--- config.mk ---
export PLATFORM = sky130hd
export DESIGN_NAME = divunit
export DESIGN_NICKNAME = d
export VERILOG_FILES = /design/src/rtl/riscv_pkg.sv /design/src/rtl/divunit.sv
export SDC_FILE = /design/constraint.sdc
export NUM_CORES = 1
export LEC_CHECK = 0
export ABC_CLOCK_PERIOD_IN_PS = 5850
export CAP_MARGIN = 5
export CORE_AREA = 2 2 174 133
export CTS_BUF_LIST = sky130_fd_sc_hd__clkbuf_16
export DETAILED_ROUTE_END_ITERATION = 8
export DIE_AREA = 0 0 176 135
export PLACE_DENSITY = 0.68
export SLEW_MARGIN = 20
export SYNTH_ARGS = -nofsm -noshare
export SYNTH_HDL_FRONTEND = slang
export SYNTH_SLANG_ARGS = --single-unit
--- constraint.sdc ---
create_clock -name clk -period 5.85 [get_ports clk]
set_input_delay 1.4625 -clock clk [delete_from_list [all_inputs] [get_ports clk]]
set_output_delay 1.4625 -clock clk [all_outputs]
set_load 0.1 [all_outputs]
--- src/rtl/riscv_pkg.sv ---
// Shared RV32 definitions for the divide unit: operand width, operation
// encodings, FSM states and the single restoring-division step.
package riscv_pkg;

  localparam int XLEN = 32;

  // Dividend of the one signed case whose true quotient does not fit in XLEN bits
  localparam logic [XLEN-1:0] DIV_OVF_DIVIDEND = 32'h8000_0000;

  typedef enum logic [1:0] {
    DIV  = 2'b00,
    DIVU = 2'b01,
    REM  = 2'b10,
    REMU = 2'b11
  } divop_t;

  typedef enum logic [1:0] {
    IDLE = 2'b00,
    CALC = 2'b01,
    FIX  = 2'b10,
    DONE = 2'b11
  } div_state_t;

  // One restoring iteration. The partial remainder is shifted left with the next
  // dividend bit brought in. The shifted value can need XLEN+1 bits when the divisor
  // is above 2^(XLEN-1), so the trial subtraction is one bit wider again. Its borrow
  // bit is the "remainder < divisor" comparison. Returns {quotient_bit, new_remainder}.
  function automatic logic [XLEN:0] div_step(input logic [XLEN-1:0] rem,
                                             input logic            dvd_msb,
                                             input logic [XLEN-1:0] divisor);
    logic [XLEN:0]   shifted;
    logic [XLEN+1:0] diff;
    logic            ge;
    shifted = {rem, dvd_msb};
    diff    = {1'b0, shifted} - {2'b00, divisor};
    ge      = ~diff[XLEN+1];
    return {ge, (ge ? diff[XLEN-1:0] : shifted[XLEN-1:0])};
  endfunction

endpackage

--- src/rtl/divunit.sv ---
// Iterative RV32M DIV/DIVU/REM/REMU unit. Radix-2 restoring division produces one
// quotient bit per clock. The division runs on operand magnitudes, and the signs are
// fixed up in a final cycle. Divide-by-zero and signed overflow finish in one cycle.
module divunit #(
  parameter int XLEN  = riscv_pkg::XLEN,
  parameter int ITERS = XLEN
) (
  input  logic            clk,
  input  logic            rst,
  input  logic            start,
  input  logic [1:0]      DivOp,
  input  logic [XLEN-1:0] A,
  input  logic [XLEN-1:0] B,
  output logic            busy,
  output logic            done,
  output logic [XLEN-1:0] result
);
  import riscv_pkg::*;

  localparam int CW = $clog2(ITERS);

  div_state_t      state;
  divop_t          op;
  logic            negq;
  logic            negr;
  logic [XLEN-1:0] rem;
  logic [XLEN-1:0] dvd;
  logic [XLEN-1:0] divisor;
  logic [CW-1:0]   count;

  logic            opsigned;
  logic            asign;
  logic            bsign;
  logic [XLEN-1:0] amag;
  logic [XLEN-1:0] bmag;
  logic            divzero;
  logic            ovf;
  logic [XLEN:0]   step;
  logic [XLEN-1:0] qfix;
  logic [XLEN-1:0] rfix;

  // The even encodings (DIV, REM) are the signed operations.
  assign opsigned = ~DivOp[0];
  assign asign    = opsigned & A[XLEN-1];
  assign bsign    = opsigned & B[XLEN-1];
  assign amag     = asign ? -A : A;
  assign bmag     = bsign ? -B : B;
  assign divzero  = (B == '0);
  assign ovf      = opsigned & (A == DIV_OVF_DIVIDEND) & (B == '1);

  // The dvd register doubles as the quotient accumulator: bits leave at the top
  // as dividend bits and enter at the bottom as quotient bits.
  assign step = div_step(rem, dvd[XLEN-1], divisor);
  assign qfix = negq ? -dvd : dvd;
  assign rfix = negr ? -rem : rem;

  assign busy = (state == CALC) || (state == FIX);
  assign done = (state == DONE);

  // Operation sequencing: accept in IDLE/DONE, iterate, sign-fix, then pulse done.
  always_ff @(posedge clk) begin
    if (rst) begin
      state   <= IDLE;
      op      <= DIV;
      negq    <= 1'b0;
      negr    <= 1'b0;
      rem     <= '0;
      dvd     <= '0;
      divisor <= '0;
      count   <= '0;
      result  <= '0;
    end else begin
      case (state)
        IDLE, DONE: begin
          if (start) begin
            op      <= divop_t'(DivOp);
            negq    <= asign ^ bsign;
            negr    <= asign;
            rem     <= '0;
            dvd     <= amag;
            divisor <= bmag;
            count   <= '0;
            if (divzero) begin
              result <= DivOp[1] ? A : '1;
              state  <= DONE;
            end else if (ovf) begin
              result <= DivOp[1] ? '0 : DIV_OVF_DIVIDEND;
              state  <= DONE;
            end else begin
              state  <= CALC;
            end
          end else begin
            state <= IDLE;
          end
        end
        CALC: begin
          rem   <= step[XLEN-1:0];
          dvd   <= {dvd[XLEN-2:0], step[XLEN]};
          count <= count + 1'b1;
          if (count == CW'(ITERS - 1)) begin
            state <= FIX;
          end
        end
        FIX: begin
          result <= ((op == REM) || (op == REMU)) ? rfix : qfix;
          state  <= DONE;
        end
        default: state <= IDLE;
      endcase
    end
  end

endmodule
Word level (Yosys, flattened, before mapping)
Cells that the tools add are included.
{"block": "totals", "reg_bits": 139, "word_cells": 66}
{"block": "classes", "addsub": 6, "eq_ne": 11, "mux": 23, "bitwise_logic": 7, "n_reduce_logical": 10}
{"cell": "two-way mux 32 bit", "count": 13}
{"cell": "case mux 32 bit (2 select lines)", "count": 3}
{"cell": "negator 32 bit", "count": 4}
{"cell": "== test 32 bit, second input constant", "count": 2}
{"cell": "subtractor 33 x 32 -> 34 bit", "count": 1}
{"cell": "logical NOT 32 bit", "count": 1}
{"cell": "case mux 5 bit (2 select lines)", "count": 1}
{"cell": "== test 2 bit, second input constant", "count": 4}
{"cell": "two-way mux 2 bit", "count": 4}
{"cell": "case mux 2 bit (3 select lines)", "count": 1}
{"cell": "adder 5 x 1 -> 5 bit, second input constant", "count": 1}
{"cell": "== test 5 bit, second input constant", "count": 1}
{"cell": "two-way mux 5 bit", "count": 1}
{"cell": "AND 1 bit", "count": 4}
{"cell": "AND reduction 2 bit", "count": 2}
{"cell": "nonzero test 2 bit", "count": 2}
{"cell": "inequality test 3 bit, second input constant", "count": 1}
{"cell": "AND reduction 3 bit", "count": 1}
{"cell": "== test 2 x 1 -> 1 bit, second input constant", "count": 1}
{"cell": "logical NOT 2 bit", "count": 1}
{"cell": "logical OR 1 bit", "count": 2}
{"cell": "inequality test 2 x 1 -> 1 bit, second input constant", "count": 1}
{"cell": "inequality test 2 bit, second input constant", "count": 1}
{"cell": "NOT 1 bit", "count": 2}
{"cell": "2 further kinds", "count": 2}

Logic depth before layout (Yosys ltp)
Gate-level depths: netlist of the first run.
{"block": "logic_depth", "depth_word": 7, "depth_mapped": 14}

Worst setup path before layout of the first run
No wires, ideal clock.
{"block": "synth_timing", "path_kind": "input-to-reg", "startpoint": "in B[6]", "endpoint": "reg divisor[29]", "setup_ns": 0.086, "arrival_ns": 3.625, "required_time_ns": 5.764, "slack_ns": 2.139, "cell_stages": 8, "path_buffers": 0, "cell_sequence": "or4_4 or4_4 or2_2 nor2_1 nand2_1 o31ai_1 xor2_1 a211oi_1"}
{"block": "synth_via", "elab_chain_len": 2}
{"item": "start: declaration", "line_no": "divunit.sv:13", "rtl": "input logic [XLEN-1:0] B,"}
{"item": "negator 32 bit", "line_no": "divunit.sv:47", "rtl": "assign bmag = bsign ? -B : B;"}
{"item": "two-way mux 32 bit", "line_no": "divunit.sv:47"}
{"item": "end signal: assignment", "line_no": "divunit.sv:81", "rtl": "divisor <= bmag;"}
{"item": "end: declaration", "line_no": "divunit.sv:28", "rtl": "logic [XLEN-1:0] divisor;"}
Every way passes these cells.
A chain may end at the register's enable or synchronous reset.

Final worst setup path of the first run
{"block": "layout_timing", "startpoint": "in A[26]", "endpoint": "reg result[0]"}
{"block": "layout_via", "elab_chain_len": 5}
{"item": "start: declaration", "line_no": "divunit.sv:12", "rtl": "input logic [XLEN-1:0] A,"}
{"item": "== test 32 bit", "line_no": "divunit.sv:49", "rtl": "assign ovf = opsigned & (A == DIV_OVF_DIVIDEND) & (B == '1);"}
{"item": "AND 1 bit (2 in a row)", "line_no": "divunit.sv:49"}
{"item": "inequality test 3 bit (no source line)"}
{"item": "AND reduction 3 bit (no source line)"}
{"item": "end signal: assignment", "line_no": "divunit.sv:84", "rtl": "result <= DivOp[1] ? A : '1;"}
{"item": "end signal: assignment", "line_no": "divunit.sv:87", "rtl": "result <= DivOp[1] ? '0 : DIV_OVF_DIVIDEND;"}
{"item": "end signal: assignment", "line_no": "divunit.sv:105", "rtl": "result <= ((op == REM) || (op == REMU)) ? rfix : qfix;"}
{"item": "end: declaration", "line_no": "divunit.sv:16", "rtl": "output logic [XLEN-1:0] result"}
Every way passes these cells.

==> impl_results.rst, run 1 <==
.. list-table::
   :header-rows: 1

   * - Metric
     - Value
   * - Vias in the first global route
     - 9356
   * - Final setup violation count
     - 0
   * - Warning count from the yosys run
     - 0
   * - Count of nets after finishing
     - 1580
   * - Highest-count cells in the layout ignoring fill and taps
     - sky130_fd_sc_hd__nand2_1 (179), sky130_fd_sc_hd__dfxtp_1 (137), sky130_fd_sc_hd__o21ai_0 (135)
   * - Synth top area cells
     - sky130_fd_sc_hd__dfxtp_1 (27%), sky130_fd_sc_hd__o21ai_0 (6.5%), sky130_fd_sc_hd__nand2_1 (6.5%)
   * - Root buffer cell
     - sky130_fd_sc_hd__clkbuf_16
   * - Count of unique library cells instantiated by Yosys
     - 64
   * - Leakage
     - 4.592 nW
   * - Unrepaired setup endpoints after global routing
     - no
   * - Startpoint type of the worst setup path
     - input pin
   * - Die area
     - 23760 µm²
   * - Worst max-slew margin expressed relative to the limit
     - 0.3019
   * - Routed Wire Length
     - 32.45 mm
   * - Site row count
     - 47
   * - Fmax
     - 0.2085 GHz
   * - EDFF count, synth
     - 0
   * - Outcome
     - completed
   * - Diode insertion count for antenna repair
     - 0
   * - Path class of the lowest-slack min-delay path
     - flop to flop
   * - Number of register bits inferred by synthesis
     - 138
   * - Type of element capturing the critical path
     - flop
   * - Share of layout cells above drive strength 1
     - 0.04862
   * - Count of unresolved DRC violations after routing
     - 0
   * - Placed cells
     - 1743
   * - Leading cell type in the layout, fill and taps excluded
     - sky130_fd_sc_hd__nand2_1
   * - Die Y
     - 135 µm
   * - Pwr Density
     - 409.5 nW/µm²
   * - Shortest period the worst path allows
     - 4.796 ns
   * - IO Count
     - 103
   * - CTS Buf Count
     - 17
   * - CP arrival
     - 5.14 ns
   * - CTS Hold Buffers Added
     - 0
   * - Final Max Slew Viols
     - 0
   * - Post-Layout Cell Count
     - 1775
   * - Weighted congestion at the end of routability-driven global placement
     - 0.8857
   * - Sequential fraction of the synthesis area
     - 0.2654
   * - Area share of the leading cell type in the synthesized netlist
     - 0.2654
   * - Mean instance size in the synthesized netlist
     - 7.346 µm²
   * - Placed wire-length estimate
     - 23.60 mm
   * - Max VDD drop
     - 0.6129 mV
   * - Count of maximum capacitance violations
     - 0
   * - Routed vias/inst
     - 5.996
   * - Detailed Routing Iterations Pass 1
     - 5
   * - Worst-case clock buffer depth
     - 2
   * - CP Class
     - input pin to flop
   * - Largest net degree at the start of global routing
     - 66
   * - Post_cts resized
     - 0
   * - Number of antenna violations at the first check in global routing
     - 0
   * - WL/cell
     - 18.28 µm
   * - Async set-reset flop share out of synthesis
     - 0
   * - Width of the die
     - 176 µm
   * - Transition time of the tightest slew-check pin
     - 1.047 ns
   * - Via count
     - 10640
   * - Sink count of the clock tree
     - 138
   * - Most common flop cell mapped by yosys
     - sky130_fd_sc_hd__dfxtp_1
   * - Post-synthesis instance area
     - 10410 µm²
   * - Fin crit share
     - 0.8198
   * - Clk_skew
     - 0.01122 ns
   * - Area Growth Syn to Fin
     - 17.02%
   * - Post-synth net total
     - 1529
   * - Final worst-path setup slack
     - 1.054 ns
   * - Skew-Pair Late Insertion Delay
     - 0.43 ns
   * - TritonCTS clock tree
     - yes
   * - Number of levels the H-tree was split into
     - 4
   * - Clock slew seen by the registers of the worst setup and hold paths
     - 0.07 ns
   * - Initial Util
     - 0.4746
   * - Data required time at the worst endpoint
     - 6.19 ns
   * - Violation count after the first detailed-routing iteration
     - 949
   * - Pre-CTS setup slack
     - 0.7009 ns
   * - Buffers added on ports
     - 102
   * - Cells after Synth
     - 1417
   * - Yosys top cell by area
     - sky130_fd_sc_hd__dfxtp_1
   * - Number of setup buffers added after CTS
     - 0
   * - Largest driver fanout on the critical path
     - 37
   * - GRT Total Usage
     - 0.2719
   * - Final hold vios
     - 0
   * - Overflow after GRT
     - 0
   * - Number of nets still failing antenna checks after routing
     - 0
   * - Wire length of the first global-routing pass
     - 51.23 mm
   * - Core area
     - 21930 µm²
   * - Final total negative setup slack
     - 0 ns
-- cell families (layout without fill, tap and decap cells) --
kind of cell | count (synthesis) | after routing | share of synthesized area
flops | 138 | 138 | 0.2654
xor+xnor | 140 | 140 | 0.1178
simple gates | 480 | 480 | 0.2132
fa+ha+maj | 43 | 43 | 0.05240
mux | 25 | 25 | 0.02404
compound gates | 442 | 442 | 0.2722
buf+inv | 149 | 213 | 0.05493
-- worst paths after layout --
path	start	endpoint	slack, ns	depth (start not counted)
min	count[4]	count[4]	0.46	2
max	A[26]	result[0]	1.05	10
max reg2reg	rem[0]	rem[29]	2.02	10
min reg2reg	count[4]	count[4]	0.46	2
-- metrics by stage --
stage / area (µm²) / hold WS, ns / util / total power, mW
3_5_place_dp: 11590 / 0.4529 / 0.5285 / 3.841
6_report: 12180 / 0.4604 / 0.5554 / 4.988
3_3_place_gp: 11590 / 0.4422 / 0.5284 / 3.822
4_1_cts: 12180 / 0.4658 / 0.5553 / 4.951
5_1_grt: 12180 / 0.4772 / 0.5554 / 5.282
2_1_floorplan: 10410 / 0.4319 / - / 3.194
-- report_power, final --
part	leakage (nW)	internal, mW	switching [mW]
clock	0.283	0.635	0.466
sequential	1.13	1.15	0.226
combinational	3.18	0.811	1.69
total	4.59	2.60	2.39
-- routing by layer --
layer / vias to the layer above / part of all wire / track usage
li1: 5193 / - / -
met1: 4937 / 0.49 / 0.4208
met2: 471 / 0.41 / 0.3775
met3: 42 / 0.092 / 0.05180
met5: - / 0 / 0
met4: 0 / 0.017 / 0.07622
-- sequential cells by signal, indices dropped and copies added (netlist names) --
name,flops
negr,1
count,5
op,1
result,32
negq,1
state,2
divisor,32
dvd,32
rem,32
-- cell type report --
cell class	count	area [µm²]
fillers	2056	9753
clock buffers	17	425.4
inverters	63	236.5
repair buffers	118	1139
multi-input cells	1130	7087
well taps	294	367.9
clock inverters	15	162.7
flip-flops and latches	138	2764
-- worst max-delay path: stages --
cell and delay [ns]:
sky130_fd_sc_hd__clkdlybuf4s50_1 0.50, sky130_fd_sc_hd__or4_1 0.63, sky130_fd_sc_hd__nor4_1 0.55, sky130_fd_sc_hd__nand4_1 0.33
sky130_fd_sc_hd__nor2_1 0.21, sky130_fd_sc_hd__o21ai_2 0.11, sky130_fd_sc_hd__o21ai_4 0.73, sky130_fd_sc_hd__buf_4 0.31
sky130_fd_sc_hd__nor2_1 0.05, sky130_fd_sc_hd__a211oi_1 0.22
-- cells in the mapped netlist (5+ instances only) --
library cell	count
sky130_fd_sc_hd__nor3_1	23
sky130_fd_sc_hd__or3_1	24
sky130_fd_sc_hd__buf_2	9
sky130_fd_sc_hd__or4_1	9
sky130_fd_sc_hd__nand2b_1	16
sky130_fd_sc_hd__o21bai_1	6
sky130_fd_sc_hd__a32oi_1	9
sky130_fd_sc_hd__nand2_1	179
sky130_fd_sc_hd__o211ai_1	29
sky130_fd_sc_hd__nor2b_1	7
sky130_fd_sc_hd__a211oi_1	39
sky130_fd_sc_hd__a21oi_1	94
sky130_fd_sc_hd__a31oi_1	11
sky130_fd_sc_hd__nor4_1	10
sky130_fd_sc_hd__mux2i_1	25
sky130_fd_sc_hd__a21o_1	12
sky130_fd_sc_hd__xor2_1	72
sky130_fd_sc_hd__nand3_1	28
sky130_fd_sc_hd__o21a_1	5
sky130_fd_sc_hd__a311oi_1	11
sky130_fd_sc_hd__and3_1	7
sky130_fd_sc_hd__nor2_1	135
sky130_fd_sc_hd__o41ai_1	10
sky130_fd_sc_hd__o21ai_0	135
sky130_fd_sc_hd__o311ai_0	11
sky130_fd_sc_hd__o31ai_1	35
sky130_fd_sc_hd__clkbuf_1	73
sky130_fd_sc_hd__nand4_1	16
sky130_fd_sc_hd__o22ai_1	6
sky130_fd_sc_hd__inv_1	62
sky130_fd_sc_hd__xnor2_1	68
sky130_fd_sc_hd__and2_1	7
sky130_fd_sc_hd__dfxtp_1	138
sky130_fd_sc_hd__ha_1	42
Power figures use the tool's default switching activity.
==> run 2, diff against run 1 <==
--- a/config.mk
+++ b/config.mk
@@ -5,13 +5,13 @@
 export SDC_FILE = /design/constraint.sdc
 export NUM_CORES = 1
 export LEC_CHECK = 0
-export ABC_CLOCK_PERIOD_IN_PS = 5850
+export ABC_CLOCK_PERIOD_IN_PS = 4300
 export CAP_MARGIN = 5
 export CORE_AREA = 2 2 174 133
 export CTS_BUF_LIST = sky130_fd_sc_hd__clkbuf_16
 export DETAILED_ROUTE_END_ITERATION = 8
 export DIE_AREA = 0 0 176 135
-export PLACE_DENSITY = 0.68
+export PLACE_DENSITY = 0.71
 export SLEW_MARGIN = 20
 export SYNTH_ARGS = -nofsm -noshare
 export SYNTH_HDL_FRONTEND = slang
==> constraint.sdc (replaced) <==
create_clock -name clk -period 4.3 [get_ports clk]
set_input_delay 1.075 -clock clk [delete_from_list [all_inputs] [get_ports clk]]
set_output_delay 1.075 -clock clk [all_outputs]
set_load 0.1 [all_outputs]
==> run 2 against run 1 <==
Compared with the run above:
- worst hold slack gained 0.0031 ns
- critical endpoint is now rem[28]
- largest power group unchanged
- clock power grew 35%
- flip-flop and latch count is the same
- sequential power grew 36%
==> impl_results.rst, run 2 (synthesis results as in run 1) <==
.. list-table::
   :header-rows: 1

   * - Metric
     - Value
   * - Max VDD drop
     - 0.6643 mV (+8.4%)
   * - Highest-count cells in the layout ignoring fill and taps
     - sky130_fd_sc_hd__nand2_1 (179), sky130_fd_sc_hd__dfxtp_1 (137), sky130_fd_sc_hd__o21ai_0 (135)
   * - # fillers
     - 2079 (+1.1%)
   * - Buffers added on ports
     - 102 (unchanged)
   * - Routed vias/inst
     - 6.007 (+0.18%)
   * - Core area
     - 21930 µm² (unchanged)
   * - Outcome
     - completed
   * - Path class of the lowest-slack min-delay path
     - flop to flop
   * - Shortest period the worst path allows
     - 3.700 ns
   * - Detailed Routing Iterations Pass 1
     - 6 (+1)
   * - Critical R2R Capture
     - rem[28]
   * - Reg2reg start
     - divisor[1]
   * - Fin crit share
     - 0.8604
   * - Site row count
     - 47 (unchanged)
   * - Via count
     - 10790 (+1.4%)
   * - Initial Util
     - 0.4746 (unchanged)
   * - Unrepaired setup endpoints after global routing
     - no
   * - CTS Hold Buffers Added
     - 0 (unchanged)
   * - Number of antenna violations at the first check in global routing
     - 0 (unchanged)
   * - Worst max-slew margin expressed relative to the limit
     - 0.3157 (+0.01381)
   * - Fmax
     - 0.2703 GHz
   * - TritonCTS clock tree
     - yes
   * - Hold-critical path endpoint
     - divisor[31]
   * - Routed Wire Length
     - 32.51 mm (+0.16%)
   * - Startpoint of the worst hold path
     - divisor[31]
   * - Number of nets still failing antenna checks after routing
     - 0 (unchanged)
   * - Final Hold Slack
     - 0.4634 ns (+0.003060 ns)
   * - Placed wire-length estimate
     - 23.97 mm (+1.6%)
   * - Vias in the first global route
     - 9730 (+4.0%)
   * - Transition time of the tightest slew-check pin
     - 1.023 ns (-0.02392 ns)
   * - Width of the die
     - 176 µm (unchanged)
   * - Sink count of the clock tree
     - 138 (unchanged)
   * - Largest net degree at the start of global routing
     - 65 (-1.5%)
   * - GRT Total Usage
     - 0.2740 (+0.002061)
   * - Highest-delay cell along the critical path
     - sky130_fd_sc_hd__o31a_2
   * - Count of unresolved DRC violations after routing
     - 0 (unchanged)
   * - Number of setup buffers added after CTS
     - 0 (unchanged)
   * - Placed cells
     - 1763 (+1.1%)
   * - Depth of the most critical reg-to-reg path
     - 12 (+2)
   * - Die area
     - 23760 µm² (unchanged)
   * - CP Class
     - flop to flop
   * - Largest driver fanout on the critical path
     - 25 (-32%)
   * - Root buffer cell
     - sky130_fd_sc_hd__clkbuf_16
   * - Clock slew seen by the registers of the worst setup and hold paths
     - 0.06 ns (about the same)
   * - Die Y
     - 135 µm (unchanged)
   * - Worst-case register-to-register setup slack
     - 0.60 ns (-1.42 ns)
   * - Overflow after GRT
     - 0 (unchanged)
   * - Pre-CTS setup slack
     - 0.2404 ns (-0.4606 ns)
   * - Skew-Pair Late Insertion Delay
     - 0.43 ns (about the same)
   * - Share of layout cells above drive strength 1
     - 0.06063 (+0.01201)
   * - Leading cell type in the layout, fill and taps excluded
     - sky130_fd_sc_hd__nand2_1
   * - Weighted congestion at the end of routability-driven global placement
     - 0.9237 (+4.3%)
   * - Final Max Slew Viols
     - 0 (unchanged)
   * - Area Growth Syn to Fin
     - 18.44%
   * - Post_cts resized
     - 0 (unchanged)
   * - CP arrival
     - 4.08 ns (-1.06 ns)
   * - Type of element capturing the critical path
     - flop
   * - Violation count after the first detailed-routing iteration
     - 986 (+3.9%)
   * - Cell repeated most along the worst path
     - sky130_fd_sc_hd__nor2_1
   * - Critical path's largest stage delay
     - 0.62 ns (-0.11 ns)
   * - IO Count
     - 103 (unchanged)
   * - Data required time at the worst endpoint
     - 4.68 ns (-1.51 ns)
   * - Count of maximum capacitance violations
     - 0 (unchanged)
   * - Sequence of cells on the critical path
     - inv_1, ha_1, nor2b_1, o31a_1, nor3_1, o311a_1, nor2_1, nor2_1, o31a_2, buf_4, or4_1, nand2_1
   * - WL/cell
     - 18.10 µm (-1.0%)
   * - Count of nets after finishing
     - 1600 (+1.3%)
   * - Startpoint type of the worst setup path
     - flop
   * - Instance count along the most critical hold path
     - 2 (unchanged)
   * - Final total negative setup slack
     - 0 ns (unchanged)
   * - Final worst-path setup slack
     - 0.6002 ns (-0.4538 ns)
   * - Wire length of the first global-routing pass
     - 52.09 mm (+1.7%)
   * - Final setup violation count
     - 0 (unchanged)
   * - CTS Buf Count
     - 17 (unchanged)
   * - Final hold vios
     - 0 (unchanged)
   * - Number of levels the H-tree was split into
     - 4 (unchanged)
   * - Worst-case clock buffer depth
     - 2 (unchanged)
   * - Clk_skew
     - 0.009259 ns (-0.001961 ns)
   * - Post-Layout Cell Count
     - 1796 (+1.2%)
   * - Leakage
     - 4.679 nW (+1.9%)
   * - Pwr Density
     - 550.8 nW/µm² (+35%)
-- run 2: worst max path at each step --
stage	start	endpoint	slack [ns]	cells after the start
final	divisor[1]	rem[28]	0.60	12
after global routing	divisor[1]	rem[28]	0.47	12
after CTS	divisor[1]	rem[28]	0.67	12
after detailed placement	B[7]	result[8]	0.24	11
after global placement	B[7]	result[6]	0.35	11
after floorplan	B[6]	divisor[29]	0.98	8
-- run 2: area by class of cell --
type,count,area [µm²],share of cell area
timing repair buffer,138,1299,0.1053
multi-input combinational,1130,7084,0.5746
tap,294,367.9,0.02984
clock inverter,15,150.1,0.01218
antenna,1,2.502,0.0002030
sequential,138,2764,0.2242
clock buffer,17,425.4,0.03450
inverter,63,236.5,0.01918
-- run 2: per-stage QoR --
step / power [mW] / utilization / cell area (µm²)
floorplan: 4.345 / - / 10410
global placement: 5.207 / 0.5357 / 11750
detailed placement: 5.257 / 0.5357 / 11750
CTS: 6.734 / 0.5619 / 12330
global route: 7.184 / 0.5620 / 12330
finish: 6.791 / 0.5621 / 12330
-- run 2: where the power goes --
group          internal (mW)  switching [mW]
Combinational           1.12            2.31
Sequential              1.57           0.311
Clock                  0.853           0.624
Total                   3.55            3.24
-- run 2: worst max-delay path, delay by kind of cell, from the launching register on --
kind	cells	cell delay (ns)
and+or+nand+nor	6	1.31
AOI/OAI and AO/OA	3	1.25
DFF	1	0.41
buffers and inverters	2	0.38
adders and majority gates	1	0.27
-- run 2: per-layer routing --
layer | wire [µm] | GRT usage | up-vias
li1 | - | - | 5237
met1 | 16120 | 0.4100 | 5086
met2 | 13390 | 0.3998 | 423
met3 | 2541 | 0.05940 | 42
met4 | 456 | 0.06061 | 0
met5 | 0 | 0 | -
==> run 3, diff against run 2 <==
--- a/config.mk
+++ b/config.mk
@@ -7,11 +7,11 @@
 export LEC_CHECK = 0
 export ABC_CLOCK_PERIOD_IN_PS = 4300
 export CAP_MARGIN = 5
-export CORE_AREA = 2 2 174 133
+export CORE_AREA = 2 2 165 127
 export CTS_BUF_LIST = sky130_fd_sc_hd__clkbuf_16
 export DETAILED_ROUTE_END_ITERATION = 8
-export DIE_AREA = 0 0 176 135
-export PLACE_DENSITY = 0.71
+export DIE_AREA = 0 0 167 129
+export PLACE_DENSITY = 0.77
 export SLEW_MARGIN = 20
 export SYNTH_ARGS = -nofsm -noshare
 export SYNTH_HDL_FRONTEND = slang
==> run 3 against run 2 <==
Compared with the run above:
- total power is 1.9% higher
- critical endpoint is now rem[29]
- utilization is 5.6 points higher
- sequential share of layout area is 0.094 points higher
- combinational power hardly changed
- largest power group unchanged
==> impl_results.rst, run 3 (synthesis results as in run 1) <==
.. list-table::
   :header-rows: 1

   * - Metric
     - Value
   * - WL/cell
     - 18.25 µm (+0.85%)
   * - Reg2reg start
     - divisor[10]
   * - Die Y
     - 129 µm (-4.4%)
   * - Width of the die
     - 167 µm (-5.1%)
   * - Count of unresolved DRC violations after routing
     - 0 (unchanged)
   * - Share of layout cells above drive strength 1
     - 0.05358 (-0.007043)
   * - Largest net degree at the start of global routing
     - 65 (unchanged)
   * - GRT Total Usage
     - 0.2959 (+0.02194)
   * - Number of setup buffers added after CTS
     - 0 (unchanged)
   * - Core area
     - 19880 µm² (-9.4%)
   * - Power share of the clock group
     - 0.234 (+0.016)
   * - Switching portion of total power
     - 0.4642 (-0.01351)
   * - Diode insertion count for antenna repair
     - 0 (-1)
   * - Routed Wire Length
     - 31.96 mm (-1.7%)
   * - Destination of the critical timing path
     - rem[29]
   * - Area Growth Syn to Fin
     - 17.94%
   * - Final hold vios
     - 0 (unchanged)
   * - Via count
     - 10820 (+0.29%)
   * - Violation count after the first detailed-routing iteration
     - 1283 (+30%)
   * - Final total negative setup slack
     - 0 ns (unchanged)
   * - Largest driver fanout on the critical path
     - 29 (+16%)
   * - Critical path's largest stage delay
     - 0.74 ns (+0.12 ns)
   * - Cell repeated most along the worst path
     - sky130_fd_sc_hd__nor2_1
   * - Shortest period the worst path allows
     - 3.702 ns (+0.001719 ns)
   * - Clock slew seen by the registers of the worst setup and hold paths
     - 0.06 ns (about the same)
   * - Data required time at the worst endpoint
     - 4.59 ns (-0.09 ns)
   * - Die area
     - 21540 µm² (-9.3%)
   * - Worst-case clock buffer depth
     - 2 (unchanged)
   * - Transition time of the tightest slew-check pin
     - 1.012 ns (-0.01145 ns)
   * - CP arrival
     - 4.00 ns (-0.08 ns)
   * - Post_cts resized
     - 0 (unchanged)
   * - Vias in the first global route
     - 9662 (-0.70%)
   * - Leading cell type in the layout, fill and taps excluded
     - sky130_fd_sc_hd__nand2_1
   * - Path class of the lowest-slack min-delay path
     - flop to flop
   * - Number of levels the H-tree was split into
     - 4 (unchanged)
   * - Startpoint of the worst hold path
     - count[4]
   * - Post-Layout Cell Count
     - 1751 (-2.5%)
   * - Count of nets after finishing
     - 1592 (-0.50%)
   * - Worst Setup SP
     - divisor[10]
   * - Routed vias/inst
     - 6.179 (+2.9%)
   * - Sequence of cells on the critical path
     - inv_1, ha_1, a21oi_1, o22ai_1, nor4_1, o311a_1, nor2_1, nor2_1, o31a_2, nand2b_1, o21ai_0
   * - Sink count of the clock tree
     - 138 (unchanged)
   * - Site row count
     - 45 (-4.3%)
   * - Clk_skew
     - 0.01145 ns (+0.002188 ns)
   * - Final setup violation count
     - 0 (unchanged)
   * - P_int
     - 3.707 mW (+4.5%)
   * - Number of nets still failing antenna checks after routing
     - 0 (unchanged)
   * - Detailed Routing Iterations Pass 1
     - 6 (unchanged)
   * - Skew-Pair Late Insertion Delay
     - 0.44 ns (about the same)
   * - Number of antenna violations at the first check in global routing
     - 0 (unchanged)
   * - Critical R2R Capture
     - rem[29]
   * - TritonCTS clock tree
     - yes
   * - Type of element capturing the critical path
     - flop
   * - Worst-case register-to-register setup slack
     - 0.60 ns (about the same)
   * - Leakage
     - 4.680 nW (about the same)
   * - CTS Hold Buffers Added
     - 0 (unchanged)
   * - Fin crit share
     - 0.8608 (about the same)
   * - Fmax
     - 0.2702 GHz (about the same)
   * - Pre-CTS setup slack
     - 0.2691 ns (+0.02872 ns)
   * - Buffers added on ports
     - 102 (unchanged)
   * - Initial Util
     - 0.5238 (+0.04918)
   * - Final worst-path setup slack
     - 0.5984 ns (-0.001719 ns)
   * - Final Max Slew Viols
     - 0 (unchanged)
   * - Startpoint type of the worst setup path
     - flop
   * - Combinational cell fraction of total power
     - 0.494 (-0.011)
   * - Max VDD drop
     - 0.7292 mV (+9.8%)
   * - Worst max-slew margin expressed relative to the limit
     - 0.3234 (+0.007656)
   * - Share of the core filled with cells in the final layout
     - 0.6178 (+0.05566)
   * - Root buffer cell
     - sky130_fd_sc_hd__clkbuf_16
   * - Outcome
     - completed
   * - Sequential share of power
     - 0.272 (-0.005)
   * - Highest-delay cell along the critical path
     - sky130_fd_sc_hd__o31a_2
   * - Weighted congestion at the end of routability-driven global placement
     - 0.9152 (-0.92%)
   * - Depth of the most critical reg-to-reg path
     - 11 (-1)
   * - Count of maximum capacitance violations
     - 0 (unchanged)
   * - Final Hold Slack
     - 0.4687 ns (+0.005248 ns)
   * - Unrepaired setup endpoints after global routing
     - no
   * - Wire length of the first global-routing pass
     - 51.19 mm (-1.7%)
   * - CP Class
     - flop to flop
   * - Pwr Density
     - 563.5 nW/µm² (+2.3%)
   * - Placed wire-length estimate
     - 22.95 mm (-4.3%)
   * - Placed cells
     - 1719 (-2.5%)
   * - Overflow after GRT
     - 0 (unchanged)
   * - IO Count
     - 103 (unchanged)
   * - Highest-count cells in the layout ignoring fill and taps
     - sky130_fd_sc_hd__nand2_1 (179), sky130_fd_sc_hd__dfxtp_1 (137), sky130_fd_sc_hd__o21ai_0 (135)
   * - CTS Buf Count
     - 17 (unchanged)
   * - Switching pwr
     - 3.211 mW (-1.0%)
[run 3: worst max-delay path: cells and delay by family (launching register included)]
family | cells | cell delay, ns
AO/OA/AOI/OAI | 5 | 1.71
adder cells (fa/ha/maj) | 1 | 0.41
buffers and inverters | 1 | 0.13
flip-flops | 1 | 0.33
AND/OR/NAND/NOR | 4 | 0.95
[run 3: through the flow]
stage | total power, mW | instance area, µm²
after floorplan | 4.345 | 10410
after global placement | 5.174 | 11640
after detailed placement | 5.232 | 11640
after CTS | 6.866 | 12280
after global routing | 7.314 | 12280
final | 6.918 | 12280
[run 3: power by group through the flow]
| stage | Combinational (mW) | Clock, mW | Sequential [mW] |
|---|---|---|---|
| after floorplan | 2.09 | 0 | 2.26 |
| after global placement | 3.29 | 0 | 1.88 |
| after detailed placement | 3.34 | 0 | 1.89 |
| after CTS | 3.36 | 1.63 | 1.87 |
| after global routing | 3.72 | 1.68 | 1.92 |
| final | 3.42 | 1.62 | 1.88 |
[run 3: worst min path at each step]
| stage | to | slack (ns) | depth (start not counted) |
|---|---|---|---|
| after floorplan | divisor[31] | 0.43 | 2 |
| after CTS | count[4] | 0.46 | 2 |
| after global routing | result[24] | 0.49 | 2 |
| after detailed placement | count[4] | 0.45 | 2 |
| after global placement | count[4] | 0.44 | 2 |
| final | count[4] | 0.47 | 2 |
[run 3: routing by layer]
metal	GRT usage	vias up	routed length (µm)
met5	0	-	0
met4	0.07606	0	493
met3	0.05721	62	2935
met2	0.4427	525	13370
met1	0.4355	4998	15160
li1	-	5234	-
[run 3: layout make-up]
class | instances | area (µm²)
Timing Repair Buffer | 130 | 1239
Clock inverter | 15 | 206.4
Sequential cell | 138 | 2764
Fill cell | 1798 | 7597
Multi-Input combinational cell | 1130 | 7084
Tap cell | 258 | 322.8
Clock buffer | 17 | 425.4
Inverter | 63 | 236.5
